--- src/rtl/handshake_sender.sv ---
// Source end of the valid/ready handshake: streams a preloaded DEPTH-entry buffer
// once per start, with a source-side throttle (valid_test) for stall testing.
module handshake_sender #(
    parameter int DATA_WIDTH = 8,
    parameter int DEPTH      = 16,
    parameter int ADDR_WIDTH = $clog2(DEPTH)
) (
    input  logic                  clk,
    input  logic                  rst,
    input  logic                  wr_en,
    input  logic [ADDR_WIDTH-1:0] wr_addr,
    input  logic [DATA_WIDTH-1:0] wr_data,
    input  logic                  start,
    input  logic                  valid_test,
    output logic                  valid,
    input  logic                  ready,
    output logic [DATA_WIDTH-1:0] data,
    output logic                  busy,
    output logic                  done,
    output logic [ADDR_WIDTH:0]   sent_count
);

    typedef enum logic [1:0] {
        S_IDLE,
        S_SEND,
        S_DONE
    } state_t;

    localparam logic [ADDR_WIDTH:0] LAST_IDX = (ADDR_WIDTH + 1)'(DEPTH - 1);

    logic [DATA_WIDTH-1:0] mem [DEPTH];

    state_t                state_q, state_d;
    logic [ADDR_WIDTH:0]   idx_q, idx_d;
    logic [ADDR_WIDTH:0]   idx_inc;
    logic                  valid_q, valid_d;
    logic [DATA_WIDTH-1:0] data_q, data_d;
    logic                  busy_q, busy_d;
    logic                  done_q, done_d;
    logic [ADDR_WIDTH:0]   cnt_q, cnt_d;

    // Buffer is only writable while idle so a run always sees a frozen image.
    always_ff @(posedge clk) begin
        if (wr_en && state_q == S_IDLE) begin
            mem[wr_addr] <= wr_data;
        end
    end

    assign idx_inc = idx_q + 1'b1;

    always_comb begin
        state_d = state_q;
        idx_d   = idx_q;
        valid_d = valid_q;
        data_d  = data_q;
        busy_d  = busy_q;
        done_d  = 1'b0;
        cnt_d   = cnt_q;

        case (state_q)
            S_IDLE: begin
                valid_d = 1'b0;
                busy_d  = 1'b0;
                if (start) begin
                    idx_d   = '0;
                    cnt_d   = '0;
                    busy_d  = 1'b1;
                    state_d = S_SEND;
                end
            end
            S_SEND: begin
                if (!valid_q) begin
                    if (valid_test) begin
                        valid_d = 1'b1;
                        data_d  = mem[idx_q[ADDR_WIDTH-1:0]];
                    end
                end else if (ready) begin
                    cnt_d = cnt_q + 1'b1;
                    if (idx_q == LAST_IDX) begin
                        valid_d = 1'b0;
                        done_d  = 1'b1;
                        state_d = S_DONE;
                    end else begin
                        idx_d = idx_inc;
                        // Back-to-back: prefetch the next word on the same edge.
                        if (valid_test) begin
                            data_d = mem[idx_inc[ADDR_WIDTH-1:0]];
                        end else begin
                            valid_d = 1'b0;
                        end
                    end
                end
            end
            S_DONE: begin
                valid_d = 1'b0;
                busy_d  = 1'b0;
                state_d = S_IDLE;
            end
            default: begin
                valid_d = 1'b0;
                busy_d  = 1'b0;
                state_d = S_IDLE;
            end
        endcase
    end

    always_ff @(posedge clk or posedge rst) begin
        if (rst) begin
            state_q <= S_IDLE;
            idx_q   <= '0;
            valid_q <= 1'b0;
            data_q  <= '0;
            busy_q  <= 1'b0;
            done_q  <= 1'b0;
            cnt_q   <= '0;
        end else begin
            state_q <= state_d;
            idx_q   <= idx_d;
            valid_q <= valid_d;
            data_q  <= data_d;
            busy_q  <= busy_d;
            done_q  <= done_d;
            cnt_q   <= cnt_d;
        end
    end

    assign valid      = valid_q;
    assign data       = data_q;
    assign busy       = busy_q;
    assign done       = done_q;
    assign sent_count = cnt_q;

endmodule

--- config.mk ---
export PLATFORM = sky130hd
export DESIGN_NAME = handshake_sender
export DESIGN_NICKNAME = d
export VERILOG_FILES = /design/src/rtl/handshake_sender.sv
export SDC_FILE = /design/constraint.sdc
export NUM_CORES = 1
export LEC_CHECK = 0
export CAP_MARGIN = 20
export CORE_ASPECT_RATIO = 0.5
export CORE_UTILIZATION = 52
export CTS_BUF_LIST = sky130_fd_sc_hd__clkbuf_8
export DETAILED_ROUTE_END_ITERATION = 7
export GPL_TIMING_DRIVEN = 0
export PLACE_DENSITY = 0.82
export SLEW_MARGIN = 10
export SYNTH_ARGS = -nofsm -noshare
export SYNTH_HDL_FRONTEND = slang
export SYNTH_SLANG_ARGS = --single-unit
--- constraint.sdc ---
create_clock -name clk -period 2.61 [get_ports clk]
set_input_delay 0.783 -clock clk [delete_from_list [all_inputs] [get_ports clk]]
set_output_delay 0.783 -clock clk [all_outputs]
set_load 0.01 [all_outputs]
# Word-level counts from Yosys, hierarchy flattened
# Memories as Yosys holds them, arrays and structs flattened.
# Cells that the tools add are included.
[word_totals]
elab_cells = 59
ram_bits = 128
ff_bits = 23
out_inout_bits = 16
input_bits = 18
mem_count = 1
[mem_list]
columns = ["name", "words", "width", "read_ports", "rd_ports_with_merged_regs", "wr", "line", "source"]
rows = [
  ["mem", 16, 8, 2, 0, 1, "31", "logic [DATA_WIDTH-1:0] mem [DEPTH];"],
]
[op_classes]
n_mux = 31
n_addsub = 2
n_eq_ne = 10
n_reduce_logical = 8
[op_table]
columns = ["cell", "count"]
rows = [
  ["$mux W8", 5],
  ["$mux W5", 6],
  ["$pmux W5 S2", 2],
  ["$ne A2 B2 Y1 const B", 7],
  ["$mux W1", 12],
  ["$add A5 B1 Y5 const B", 2],
  ["$reduce_and A5 Y1", 2],
  ["$mux W2", 4],
  ["$reduce_and A4 Y1", 2],
  ["$eq A5 B4 Y1 const B", 1],
  ["$pmux W2 S2", 1],
  ["$reduce_bool A2 Y1", 2],
  ["$ne A3 B2 Y1 const B", 1],
  ["$eq A2 B1 Y1 const B", 1],
  ["$logic_not A2 Y1", 1],
  ["$pmux W1 S2", 1],
  ["$logic_and A1 B1 Y1", 1],
]

# Longest topological paths before layout
# Gate-level depths: netlist of run 1.
# An unclocked memory read counts as a cell.
[depth]
depth_word = 6
depth_mapped = 9
ltp_nobuf = 8

# Least setup slack after synthesis of run 1
# OpenSTA, ideal clock, no wires.
[synth_timing]
path_type = "input port to flip-flop"
start = "input wr_addr[1]"
end = "memory mem[0][0], enable pin"
t_arrival_ns = 1.815
stages = 2
path_buffers = 0
path_slack_ns = 0.412
path_cell_list = "or3_1 -> nor3_1"
[synth_lines]
columns = ["item", "line", "source"]
rows = [
  ["start, declared", "11", "input logic [ADDR_WIDTH-1:0] wr_addr,"],
  ["end, declared", "31", ""],
]
# No word-level cell before the write port.

# Final worst setup path of run 1
[layout_timing]
start = "register idx_q[1]"
end = "register data_q[3] (netlist: data[3])"
[layout_between]
elab_chain_len = 6
word_cells_on_any_way = 11
[layout_lines]
columns = ["item", "line", "source"]
rows = [
  ["start, declared", "34", "logic [ADDR_WIDTH:0] idx_q, idx_d;"],
  ["start signal, assigned", "118", "idx_q <= idx_d;"],
  ["$add A5 B1 Y5", "49", "assign idx_inc = idx_q + 1'b1;"],
  ["$mem_v2 Z16 W8", "--", ""],
  ["$mux W8", "86", "if (valid_test) begin"],
  ["$mux W8", "79", "if (idx_q == LAST_IDX) begin"],
  ["$mux W8", "77", "end else if (ready) begin"],
  ["$mux W8", "72", "if (!valid_q) begin"],
  ["end signal, assigned", "120", "data_q <= data_d;"],
  ["end, declared", "37", "logic [DATA_WIDTH-1:0] data_q, data_d;"],
]
# Several ways; a longest one is shown, not always the timed one. The select of a mux whose other input is x is not followed.
# A chain may end at the register's enable or synchronous reset.

==> flow_metrics.py, run 1 <==
metrics = {
    "status": {
        "status": "finished, final reports clean",
    },
    "setup_path": {
        "crit_path_end_kind": "register",
        "worstSetupPathType": "reg -> reg",
        "r2r-end": "data[3]$_DFFE_PP0P_",
        "cpMostUsedCell": "buf_4",
        "critPathLaunch": "idx_q[1]$_DFFE_PP0P_",
        "critPathTopFamily": "buffers and inverters",
        "slowest_stage": "dfrtp_1",
        "crit_buf_inv": 3,
        "cp.depth": 8,
        "start_kind": "register",
        "crit_chain": "ha_1 -> buf_4 -> buf_4 -> buf_2 -> mux2i_1 -> a22oi_1 -> a31oi_2 -> a31oi_1",
        "endpoint": "data[3]$_DFFE_PP0P_",
        "crit_fanout": 10,
        "worstPathArrival_ns": 2.88,
        "cp.required_ns": 2.95,
        "r2r_slack_ns": 0.07,
        "slowest_delay_ns": 0.43,
        "worstRegToRegCells": 8,
        "r2r-start": "idx_q[1]$_DFFE_PP0P_",
    },
    "placed_design": {
        "gp_congestion": 0.9132,
        "placed_cell_area_mm2": 0.007889,
        "portBuffers": 33,
        "dpl.hpwl_um": 12350,
    },
    "sta": {
        "min_period_over_period_pct": 97.30,
        "skew_ns": 0.01586,
        "finalCriticalPeriod_ns": 2.540,
        "setup_tns_ns": 0,
        "tightest_slew_ns": 1.002,
        "relSlewSlack_pct": 32.96,
        "max_freq_mhz": 393.8,
        "rsz0062_at_grt": "false",
        "maxSlewViolCount": 0,
        "hold_viol": 0,
        "setup_viol": 0,
    },
    "floorplan": {
        "io_pins": 34,
        "die_area_mm2": 0.01451,
        "fp-row-count": 30,
        "die_w_um": 169.4,
        "die_h_um": 85.69,
        "core_mm2": 0.01363,
        "start_util_pct": 53.45,
    },
    "routing": {
        "drtIter0Drc": 697,
        "via_per_inst": 6.511,
        "firstDrtPassIters": 5,
        "wire_per_inst_um": 23.69,
        "via_count": 5157,
        "ant_nets": 0,
        "drc": 0,
        "totalWireLength_um": 18760,
    },
    "logic_synthesis": {
        "ys_seq_elements": 151,
        "synthArstFlopShare_pct": 15.23,
        "synth_top_area_share_pct": 52.77,
        "synth_nets": 554,
        "netlist-cell-type-count": 39,
        "yosys-top-cells-area": "edfxtp_1 53%, mux2i_1 13%, dfrtp_1 7.9%",
        "syn_area_mm2": 0.007283,
        "synth.most_common_cell": "edfxtp_1",
        "yosys_warnings": 0,
        "syn_avg_cell_area_um2": 13.69,
        "synthFlopType": "edfxtp_1",
        "synthCells": 532,
        "synth_largest_area_cell": "edfxtp_1",
        "yosysSeqAreaShare_pct": 60.68,
        "synth_edf_count": 128,
        "synth_commonest_cells": "128 x edfxtp_1, 96 x mux2i_1, 49 x nand2_1",
    },
    "worst_hold_path": {
        "min_path_type": "reg -> reg",
        "min-delay-start": "idx_q[4]$_DFFE_PP0P_",
    },
    "clocking": {
        "cts_buffers": 17,
        "post_cts_buffers": 0,
        "cts_buffer_depth": 2,
        "cts_hold_buf": 0,
        "clockRootBuffer": "clkbuf_8",
        "cts_resized": 0,
        "cts_tree": "built",
        "htreeDepth": 4,
        "clk_transition_reported_paths_ns": 0.09,
        "clk_latency_ns": 0.47,
        "clock_sinks": 151,
    },
    "power_and_ir_drop": {
        "p_per_area_mw_per_mm2": 1053,
        "total_power_mw": 8.784,
        "leakagePower_nw": 2.972,
        "ir_worst_vdd_mv": 0.5528,
    },
    "layout": {
        "nNetsFinal": 609,
        "final_util_pct": 61.20,
        "design_area_mm2": 0.008339,
        "fill_cells": 1008,
        "diodes": 0,
        "drive_gt1_share_pct": 14.50,
        "area_delta_synth_final_pct": 14.50,
    },
    "grt": {
        "grt_pass1_wl_um": 27570,
        "overflow": 0,
        "grt_pass1_vias": 4844,
        "antenna_found_initial": 1,
        "track_usage_pct": 26.67,
        "grt_max_degree": 24,
    },
    "flow_run": {
        "maxCapViolations": 0,
    },
}
[sequential cells by signal (all words and copies together), names as in the netlist]
name        flops
busy            1
data            8
done            1
idx_q           5
mem           128
sent_count      5
state_q         2
valid           1
[per-stage QoR]
step | worst slack, ns | std cells | hold WS (ns)
4_1_cts | 0.03536 | 791 | 0.4888
3_3_place_gp | -0.7596 | 757 | 0.4627
3_5_place_dp | -0.3167 | 759 | 0.4719
5_1_grt | 0.04412 | 792 | 0.5278
2_1_floorplan | 0.4115 | 532 | 0.4485
6_report | 0.07036 | 792 | 0.4880
[report_power, final]
part	leakage [nW]	internal (mW)	switching (mW)
sequential	1.43	2.78	0.142
clock	0.197	0.852	0.931
combinational	1.34	1.73	2.35
[tightest hold or removal path, delay by kind of cell (launching register included)]
kind / cells / cell delay [ns]
AND/OR/NAND/NOR: 1 / 0.05
AO/OA/AOI/OAI: 1 / 0.06
flip-flops: 1 / 0.34
[kinds of logic after synthesis]
kind of cell               share of synthesized area, %
xor gates and xnor gates                         0.8246
AOI/OAI and AO/OA                                 8.401
buffers and inverters                             2.869
adders and majority gates                        0.6872
and+or+nand+nor                                   8.865
DFF                                               60.68
muxes                                             17.68
[cell usage in the layout (no fill, tap or decap), types with 4 or more instances in the layout]
master,count
a21oi_1,9
a22o_1,17
a22oi_1,24
a31oi_1,18
a31oi_2,5
and2_1,8
and3_1,5
buf_2,9
buf_4,13
clkbuf_1,7
clkbuf_8,17
clkdlybuf4s50_1,33
dfrtp_1,23
edfxtp_1,128
ha_1,4
inv_1,5
inv_6,4
mux2i_1,96
mux4_2,14
nand2_1,49
nand2b_1,6
nor2_1,31
nor2b_1,8
nor3_1,9
nor3_2,4
o21ai_0,6
xor2_1,5
[worst min path at each step]
stage                            to  slack, ns  cells after the start
6_report       idx_q[4]$_DFFE_PP0P_       0.49                      2
5_1_grt        idx_q[4]$_DFFE_PP0P_       0.53                      2
4_1_cts        idx_q[4]$_DFFE_PP0P_       0.49                      2
3_5_place_dp   idx_q[4]$_DFFE_PP0P_       0.47                      2
3_3_place_gp   idx_q[4]$_DFFE_PP0P_       0.46                      2
2_1_floorplan  idx_q[4]$_DFFE_PP0P_       0.45                      2
[area by class of cell]
class / instances / area, um2 / area share, %
sequential: 151 / 4419 / 52.99
multi-input combinational: 344 / 2711 / 32.51
timing repair buffer: 36 / 372.9 / 4.471
tap: 192 / 240.2 / 2.881
clock buffer: 17 / 234.0 / 2.806
buffer: 34 / 197.7 / 2.371
clock inverter: 15 / 152.6 / 1.830
inverter: 3 / 11.26 / 0.1350
[metal layers]
layer | up-vias | global-route usage [%] | share of wire [%]
li1 | 2166 | - | -
met1 | 2527 | 35.45 | 39
met2 | 385 | 41.45 | 45
met3 | 77 | 8.399 | 13
met4 | 2 | 10.16 | 3.3
met5 | - | 0 | 0.048
(Power assumes the default switching activity.)
==> inputs of run 2 (changes only) <==
clock period = 2.9 ns   (was 2.61 ns; I/O delays follow)
==> flow_metrics.py, run 2 (same netlist as run 1, synthesis figures left out) <==
metrics = {
    "sta": {
        "setup_viol": 0,
        "min_period_over_period_pct": 93.90,
        "tightest_slew_ns": 1.046,
        "hold_viol": 0,
        "maxSlewViolCount": 0,
        "relSlewSlack_pct": 30.01,
        "max_freq_mhz": 367.2,
        "fin_ws_ns": 0.1769,
        "skew_ns": 0.01834,
        "setup_tns_ns": 0,
        "rsz0062_at_grt": "false",
        "finalCriticalPeriod_ns": 2.723,
    },
    "power_and_ir_drop": {
        "leakagePower_nw": 2.970,
        "comb_power_share_pct": 46.1,
        "total_power_mw": 7.871,
        "switchingPower_mw": 3.056,
        "p_per_area_mw_per_mm2": 948.0,
        "p_int_mw": 4.815,
        "netSwitchingFraction_pct": 38.83,
        "ir_worst_vdd_mv": 0.4959,
        "p_seq_share_pct": 33.5,
        "clkPwrFrac_pct": 20.4,
    },
    "grt": {
        "track_usage_pct": 26.63,
        "grt_pass1_vias": 4860,
        "met1_usage_pct": 35.20,
        "grt_pass1_wl_um": 27530,
        "grt_util_met2_pct": 41.45,
        "grt_max_degree": 24,
        "overflow": 0,
        "grtUsageMet3_pct": 8.399,
        "antenna_found_initial": 1,
        "busiest_layer": "met2",
    },
    "layout": {
        "design_area_mm2": 0.008303,
        "fill_cells": 1012,
        "diodes": 0,
        "area_delta_synth_final_pct": 14.00,
        "largest_register_ffs": 128,
        "mostFrequentLayoutCell": "edfxtp_1",
        "mostFrequentLayoutCells": "128 x edfxtp_1, 96 x mux2i_1, 49 x nand2_1",
        "drive_gt1_share_pct": 13.33,
        "regMostFlops": "mem",
        "nNetsFinal": 609,
        "final_cell_count_no_fill": 792,
    },
    "routing": {
        "wire_per_inst_um": 23.81,
        "via_per_inst": 6.418,
        "via_count": 5083,
        "drc": 0,
        "ant_nets": 0,
        "firstDrtPassIters": 5,
        "drtIter0Drc": 626,
        "totalWireLength_um": 18860,
    },
    "clocking": {
        "cts_buffers": 17,
        "clock_sinks": 151,
        "post_cts_buffers": 0,
        "cts_buffer_depth": 2,
        "clockRootBuffer": "clkbuf_8",
        "cts_resized": 0,
        "clk_latency_ns": 0.47,
        "cts_tree": "built",
        "cts_hold_buf": 0,
        "clk_transition_reported_paths_ns": 0.10,
        "htreeDepth": 4,
    },
    "setup_path": {
        "worstPathArrival_ns": 3.06,
        "crit_path_end_kind": "register",
        "worstSetupPathType": "reg -> reg",
        "start_kind": "register",
        "cp.required_ns": 3.24,
        "crit_fanout": 10,
    },
    "placed_design": {
        "dpl.hpwl_um": 12350,
        "placed_cell_area_mm2": 0.007889,
        "portBuffers": 33,
        "dp_cells": 759,
        "pre_cts_ws_ns": -0.1137,
        "gp_congestion": 0.9132,
    },
    "floorplan": {
        "io_pins": 34,
        "start_util_pct": 53.45,
        "die_w_um": 169.4,
        "die_area_mm2": 0.01451,
        "core_mm2": 0.01363,
        "die_h_um": 85.69,
        "fp-row-count": 30,
    },
    "flow_run": {
        "maxCapViolations": 0,
    },
    "status": {
        "status": "finished, final reports clean",
    },
    "worst_hold_path": {
        "min_path_type": "reg -> reg",
    },
}
==> run 2: metrics by stage <==
step,hold slack (ns),utilization [%]
after floorplan,0.4485,-
after global placement,0.4627,57.64
final,0.4872,60.94
after CTS,0.4888,60.73
after detailed placement,0.4719,57.90
after global routing,0.5278,60.94
==> run 2: metal layers <==
layer	wire (um)	part of all wire, %
met5	9	0.048
met4	547	2.9
met3	2405	13
met2	8506	45
met1	7390	39
==> run 2: worst paths after layout <==
kind / endpoint / slack (ns) / from / cells past startpoint
setup / recovery: data[6]$_DFFE_PP0P_ / 0.18 / idx_q[1]$_DFFE_PP0P_ / 7
hold / removal: idx_q[4]$_DFFE_PP0P_ / 0.49 / idx_q[4]$_DFFE_PP0P_ / 2
setup reg to reg: data[6]$_DFFE_PP0P_ / 0.18 / idx_q[1]$_DFFE_PP0P_ / 7
hold reg to reg: idx_q[4]$_DFFE_PP0P_ / 0.49 / idx_q[4]$_DFFE_PP0P_ / 2
max in group asynchronous: data[0]$_DFFE_PP0P_ / 1.83 / rst / 3
min in group asynchronous: sent_count[3]$_DFFE_PP0P_ / 0.64 / rst / 2
==> run 2: worst max-delay path, stage by stage, from the launching register on <==
cell and delay (ns):
dfrtp_1 0.43, ha_1 0.30, xor2_1 0.23, buf_2 0.26, nor2_1 0.59, a22oi_1 0.17
a31oi_1 0.45, a31oi_1 0.16
==> run 2: final cells by class <==
cell class	count	area (um2)	share of cell area, %
flip-flops and latches	151	4419	53.22
multi-input cells	344	2675	32.22
repair buffers	36	372.9	4.491
well taps	192	240.2	2.893
clock buffers	17	234.0	2.818
plain buffers	34	197.7	2.381
clock inverters	15	152.6	1.838
inverters	3	11.26	0.1356
==> run 2: power by group through the flow <==
stage	Clock, mW	Sequential (mW)	Combinational (mW)
floorplan	0	2.68	2.46
global placement	0	2.68	3.44
detailed placement	0	2.68	3.51
CTS	1.60	2.63	3.52
global route	1.69	2.65	3.80
finish	1.61	2.63	3.63
==> RTL change 1 (settings of run 2) <==
Put one more register stage on the output `sent_count`, cleared by the reset. The value now appears one clock later. The other outputs are not delayed to match.
--- a/src/rtl/handshake_sender.sv
+++ b/src/rtl/handshake_sender.sv
@@ -130,3 +130,9 @@
     assign done       = done_q;
-    assign sent_count = cnt_q;
+    always_ff @(posedge clk or posedge rst) begin
+        if (rst) begin
+            sent_count <= '0;
+        end else begin
+            sent_count <= cnt_q;
+        end
+    end
 
Behaviour: not the same (a bounded check fails within 4 cycles, from zero or initial values and one cycle with rst high).
==> RTL change 1 against run 2 <==
  * The flow now finishes with violations (setup timing)
  * Power is 11% higher
  * Largest power group unchanged
  * Wire length rose by 31%
  * Sequential cell count increased by 5
  * Worst setup slack lost 0.26 ns
  * Synthesized area up 4.7%
  * Design area increased by 5.1%
  * Non-clock buffer count increased by 11
  * Worst hold slack worse by 0.081 ns
  * Sequential share of layout area is 1.2 points lower
  * Clock skew is 0.0080 ns lower
  * Fmax fell by 8.8%
==> RTL change 1: results (changes against run 2) <==
M1 WL 9870 µm (was 7390 µm); Relative slew margins 0.308 (was 0.300); largest net degree at the start of global routing 29 (was 24); met3 WL 4370 µm (was 2410 µm); Critical Path Max Stage Delay 1.02 ns (was 0.59 ns); Worst VDD drop 0.000558 V (was 0.000496 V); CP max stage cell a2111oi_1 (was nor2_1); Seq/Total Area, Yosys 0.596 (was 0.607); initial antenna violation count 0 (was 1); Total Wirelength 24700 µm (was 18900 µm); failing checks setup timing; crit path DAT 3.32 ns (was 3.06 ns); post-synth cell types 36 (was 39); most frequent cells after synthesis 128 x edfxtp_1, 65 x mux2i_1, 57 x nor2b_1, 40 x a2111oi_0, 34 x and3_1 (was 128 x edfxtp_1, 96 x mux2i_1, 49 x nand2_1, 33 x nor2_1, 24 x a22oi_1); met2 wire len 9950 µm (was 8510 µm); dpl cell area 8250 µm² (was 7890 µm²); Pre-Repair DR Iteration Count 8 (was 5); vias per inst 6.92 (was 6.42); status finished with violations (was completed); ratio of cells with drive above 1 in the final layout 0.136 (was 0.133); Tot GR Track Use 0.336 (was 0.266); EDFF count, synth 128 (unchanged); final-stage net count 684 (was 609); detailed placement HPWL 17400 µm (was 12400 µm); largest cells by area after synthesis edfxtp_1 50%, dfrtp_1 9.2%, mux2i_1 8.5% (was edfxtp_1 53%, mux2i_1 13%, dfrtp_1 7.9%); syn_nets 629 (was 554); Clock Skew 0.0103 ns (was 0.0183 ns); Synth Warn # 0 (unchanged); H-tree depth 4 (unchanged); final setup vio count 3 (was 0); First DRT Iteration DRCs 998 (was 626); P_leak 3.13 nW (was 2.97 nW); Final WS setup -0.0846 ns (was 0.177 ns); vias in the first global route 5736 (was 4860); dpl ws -0.158 ns (was -0.114 ns); wire length of the first global-routing pass 35900 µm (was 27500 µm); DR top layer met4 (was met5)
[RTL change 1: cell types whose count changed after synthesis, sizes merged, moves of 19 or more]
cell     change
a2111oi     +36
and3        +28
nand2       -28
mux2i       -31
nor2b       +49
nor4        +19
[RTL change 1: logic make-up (layout without fill, tap and decap cells)]
| logic type | after synthesis | in the layout | share of synthesized area |
|---|---|---|---|
| compound gates | 113 | 113 | 0.107 |
| xor+xnor | 6 | 6 | 0.00787 |
| fa+ha+maj | 4 | 4 | 0.00656 |
| buf+inv | 51 | 119 | 0.0325 |
| flops | 156 | 156 | 0.596 |
| mux | 80 | 80 | 0.107 |
| simple gates | 197 | 197 | 0.143 |
[RTL change 1: area by class of cell]
class                           count  area [µm²]
Clock buffer                       18         248
Multi-Input combinational cell    400        2880
Timing Repair Buffer               38         393
Sequential cell                   156        4540
Inverter                            6        22.5
Clock inverter                     14         181
Fill cell                        1064        5200
Tap cell                          192         240
Buffer                             43         219
[RTL change 1: stage by stage]
step | std cells | TNS [ns] | hold slack, ns
2_1_floorplan | 607 | 0 | 0.372
3_5_place_dp | 836 | -2.05 | 0.390
6_report | 867 | -0.106 | 0.406
3_3_place_gp | 832 | -17.08 | 0.381
5_1_grt | 867 | 0 | 0.428
4_1_cts | 868 | 0 | 0.412
[RTL change 1: worst reg2reg max path, cell delays in order, from the launching register on]
cell and delay (ns):
dfrtp_1 0.52, ha_1 0.35, xnor2_2 0.22, clkbuf_1 0.35, a2111oi_1 1.03, nor4_1 0.10
a22oi_1 0.18, a31oi_1 0.11
[RTL change 1: worst paths after layout]
check | startpoint | end | slack, ns | cells after the start
setup / recovery | idx_q[0] | data[5] | -0.08 | 7
hold / removal | cnt_q[4] | sent_count[4] | 0.41 | 0
setup reg to reg | idx_q[0] | data[5] | -0.08 | 7
hold reg to reg | cnt_q[4] | sent_count[4] | 0.41 | 0
max in group asynchronous | rst | data[5] | 1.78 | 3
min in group asynchronous | rst | cnt_q[2] | 0.68 | 2
[RTL change 1: power groups by stage]
stage	sequential (mW)	clock, mW	combinational, mW
5_1_grt	2.70	1.88	4.35
2_1_floorplan	2.74	0	2.43
4_1_cts	2.68	1.79	4.01
3_3_place_gp	2.72	0	3.94
3_5_place_dp	2.73	0	3.96
6_report	2.69	1.81	4.28
[RTL change 1: what timing repair did]
item / CTS / global route
endpoints found under the setup margin: 6 / 8
pin swaps: 0 / 0
resized for setup: 7 / 7
[RTL change 1: routing by layer]
metal / GRT usage / vias up
met3: 0.145 / 55
met4: 0.112 / 0
met2: 0.468 / 537
met5: 0.0238 / -
met1: 0.467 / 2939
li1: - / 2468
==> RTL change 2 (config.mk and constraints of run 2) <==
Made on the original files. `DATA_WIDTH`: 8 -> 6.
--- a/src/rtl/handshake_sender.sv
+++ b/src/rtl/handshake_sender.sv
@@ -3,3 +3,3 @@
 module handshake_sender #(
-    parameter int DATA_WIDTH = 8,
+    parameter int DATA_WIDTH = 6,
     parameter int DEPTH      = 16,
Ports: changed (resized data and wr_data); port bits go from 34 to 30. The function was not compared with the original's and may differ.
==> RTL change 2 against run 2 <==
  * Wire length down 30%
  * Design area decreased by 21%
  * First-iteration DRC count fell by 31%
  * Global-route usage shrank 1.7 points
  * Power fell by 29%
  * Worst setup slack is essentially flat
  * Sequential cell count decreased by 34
  * Synthesized area decreased by 23%
==> RTL change 2: results (changes against run 2) <==
Worst VDD drop 0.000304 V (was 0.000496 V); ratio of cells with drive above 1 in the final layout 0.210 (was 0.133); EDFF count, synth 96 (was 128); Clock Skew 0.0154 ns (was 0.0183 ns); Fillers 731 (was 1012); Post-synth ARST share 0.179 (was 0.152); P_leak 2.30 nW (was 2.97 nW); Synth Warn # 0 (unchanged); Post-Syn Area per Cell 15.7 µm² (was 13.7 µm²); most frequent cells after synthesis 96 x edfxtp_1, 34 x mux2i_1, 31 x mux4_2, 23 x nor2_1 (was 128 x edfxtp_1, 96 x mux2i_1, 49 x nand2_1, 33 x nor2_1, 24 x a22oi_1); Root Buffer clkbuf_8 (unchanged); max FFs per register 96 (was 128); syn_nets 380 (was 554); crit path DAT 3.05 ns (was 3.06 ns); via count 3684 (was 5083); post-synth cell types 45 (was 39); Post-Layout Cell Count 564 (was 792); vias in the first global route 3448 (was 4860); detailed placement HPWL 9130 µm (was 12400 µm); HP Class flop to flop (unchanged); wire length of the first global-routing pass 19400 µm (was 27500 µm); Worst Tran Pin Value 1.12 ns (was 1.05 ns); final-stage net count 431 (was 609); CTS max path bufs 2 (unchanged); Tot GR Track Use 0.249 (was 0.266); status completed (unchanged); Pre-Repair DR Iteration Count 5 (unchanged); CTS clk-pin slew, worst paths 0.08 ns (was 0.10 ns); First DRT Iteration DRCs 435 (was 626); Placer Congestion 0.882 (was 0.913); largest net degree at the start of global routing 22 (was 24); H-tree depth 4 (unchanged); PortBufs 29 (was 33); largest cells by area after synthesis edfxtp_1 51%, mux4_2 12%, dfrtp_1 9.3% (was edfxtp_1 53%, mux2i_1 13%, dfrtp_1 7.9%); Wirelength per Cell 23.4 µm (was 23.8 µm); Seq/Total Area, Yosys 0.605 (was 0.607); ys flop type edfxtp_1 (unchanged); initial antenna violation count 0 (was 1); placed cells 531 (was 759); Num CTS Buffers 17 (unchanged); worst skew pair latency 0.45 ns (was 0.47 ns)
-- RTL change 2: cell count changes after synthesis, moves of 15 or more --
cell,change
a31oi_1,-16
edfxtp_1,-32
mux2i_1,-62
a22o_1,-15
mux4_2,+17
nand2_1,-28
-- RTL change 2: what timing repair did --
action                                 in CTS  in global routing
hold buffers                                0                  0
gates resized for setup                     0                  1
endpoints found under the hold margin       0                  0
setup endpoints to repair                   0                  6
-- RTL change 2: kinds of logic after synthesis --
| kind of cell | synth area share |
|---|---|
| DFF | 0.605 |
| muxes | 0.212 |
| xor gates and xnor gates | 0.0111 |
| AOI/OAI and AO/OA | 0.0628 |
| buffers and inverters | 0.0246 |
| adders and majority gates | 0.00888 |
| and+or+nand+nor | 0.0760 |
-- RTL change 2: worst paths after layout --
path / startpoint / end / slack, ns / depth (start not counted)
hold / removal: idx_q[4] / idx_q[4] / 0.48 / 2
setup / recovery: idx_q[2] / data[3] / 0.18 / 9
min in group asynchronous: rst / sent_count[3] / 0.91 / 2
setup reg to reg: idx_q[2] / data[3] / 0.18 / 9
hold reg to reg: idx_q[4] / idx_q[4] / 0.48 / 2
max in group asynchronous: rst / data[3] / 1.44 / 2
-- RTL change 2: power by group --
| part | switching (mW) | internal [mW] | leakage [nW] |
|---|---|---|---|
| clock network | 0.712 | 0.905 | 0.209 |
| registers | 0.0749 | 1.92 | 1.11 |
| logic | 1.06 | 0.934 | 0.972 |
-- RTL change 2: final cells by class --
cell class | count | area share
inverters | 5 | 0.00286
flip-flops and latches | 117 | 0.520
plain buffers | 20 | 0.0183
well taps | 140 | 0.0267
clock inverters | 13 | 0.0260
clock buffers | 19 | 0.0399
multi-input cells | 218 | 0.319
repair buffers | 32 | 0.0466
-- RTL change 2: routing by layer --
layer	up-vias	share of wire	GRT usage
met5	-	0	0
met4	0	0.019	0.0998
met3	26	0.12	0.0754
met2	260	0.44	0.376
met1	1836	0.43	0.344
li1	1562	-	-
-- RTL change 2: stage by stage --
step	cell area, µm²	hold WS (ns)	setup slack, ns	TNS (ns)
finish	6550	0.478	0.177	0
global route	6550	0.546	0.125	0
CTS	6540	0.487	0.100	0
detailed placement	6110	0.470	-0.219	-1.35
global placement	6100	0.466	-0.140	-1.73
floorplan	5630	0.450	0.755	0
-- RTL change 2: worst max-delay path: stages (launching register included) --
cell and delay (ns):
dfrtp_1 0.36, buf_2 0.16, buf_2 0.21, buf_2 0.25
and3_1 0.22, ha_1 0.21, nand2b_1 0.15, a21oi_1 0.69
nor2b_1 0.13, a41o_1 0.24
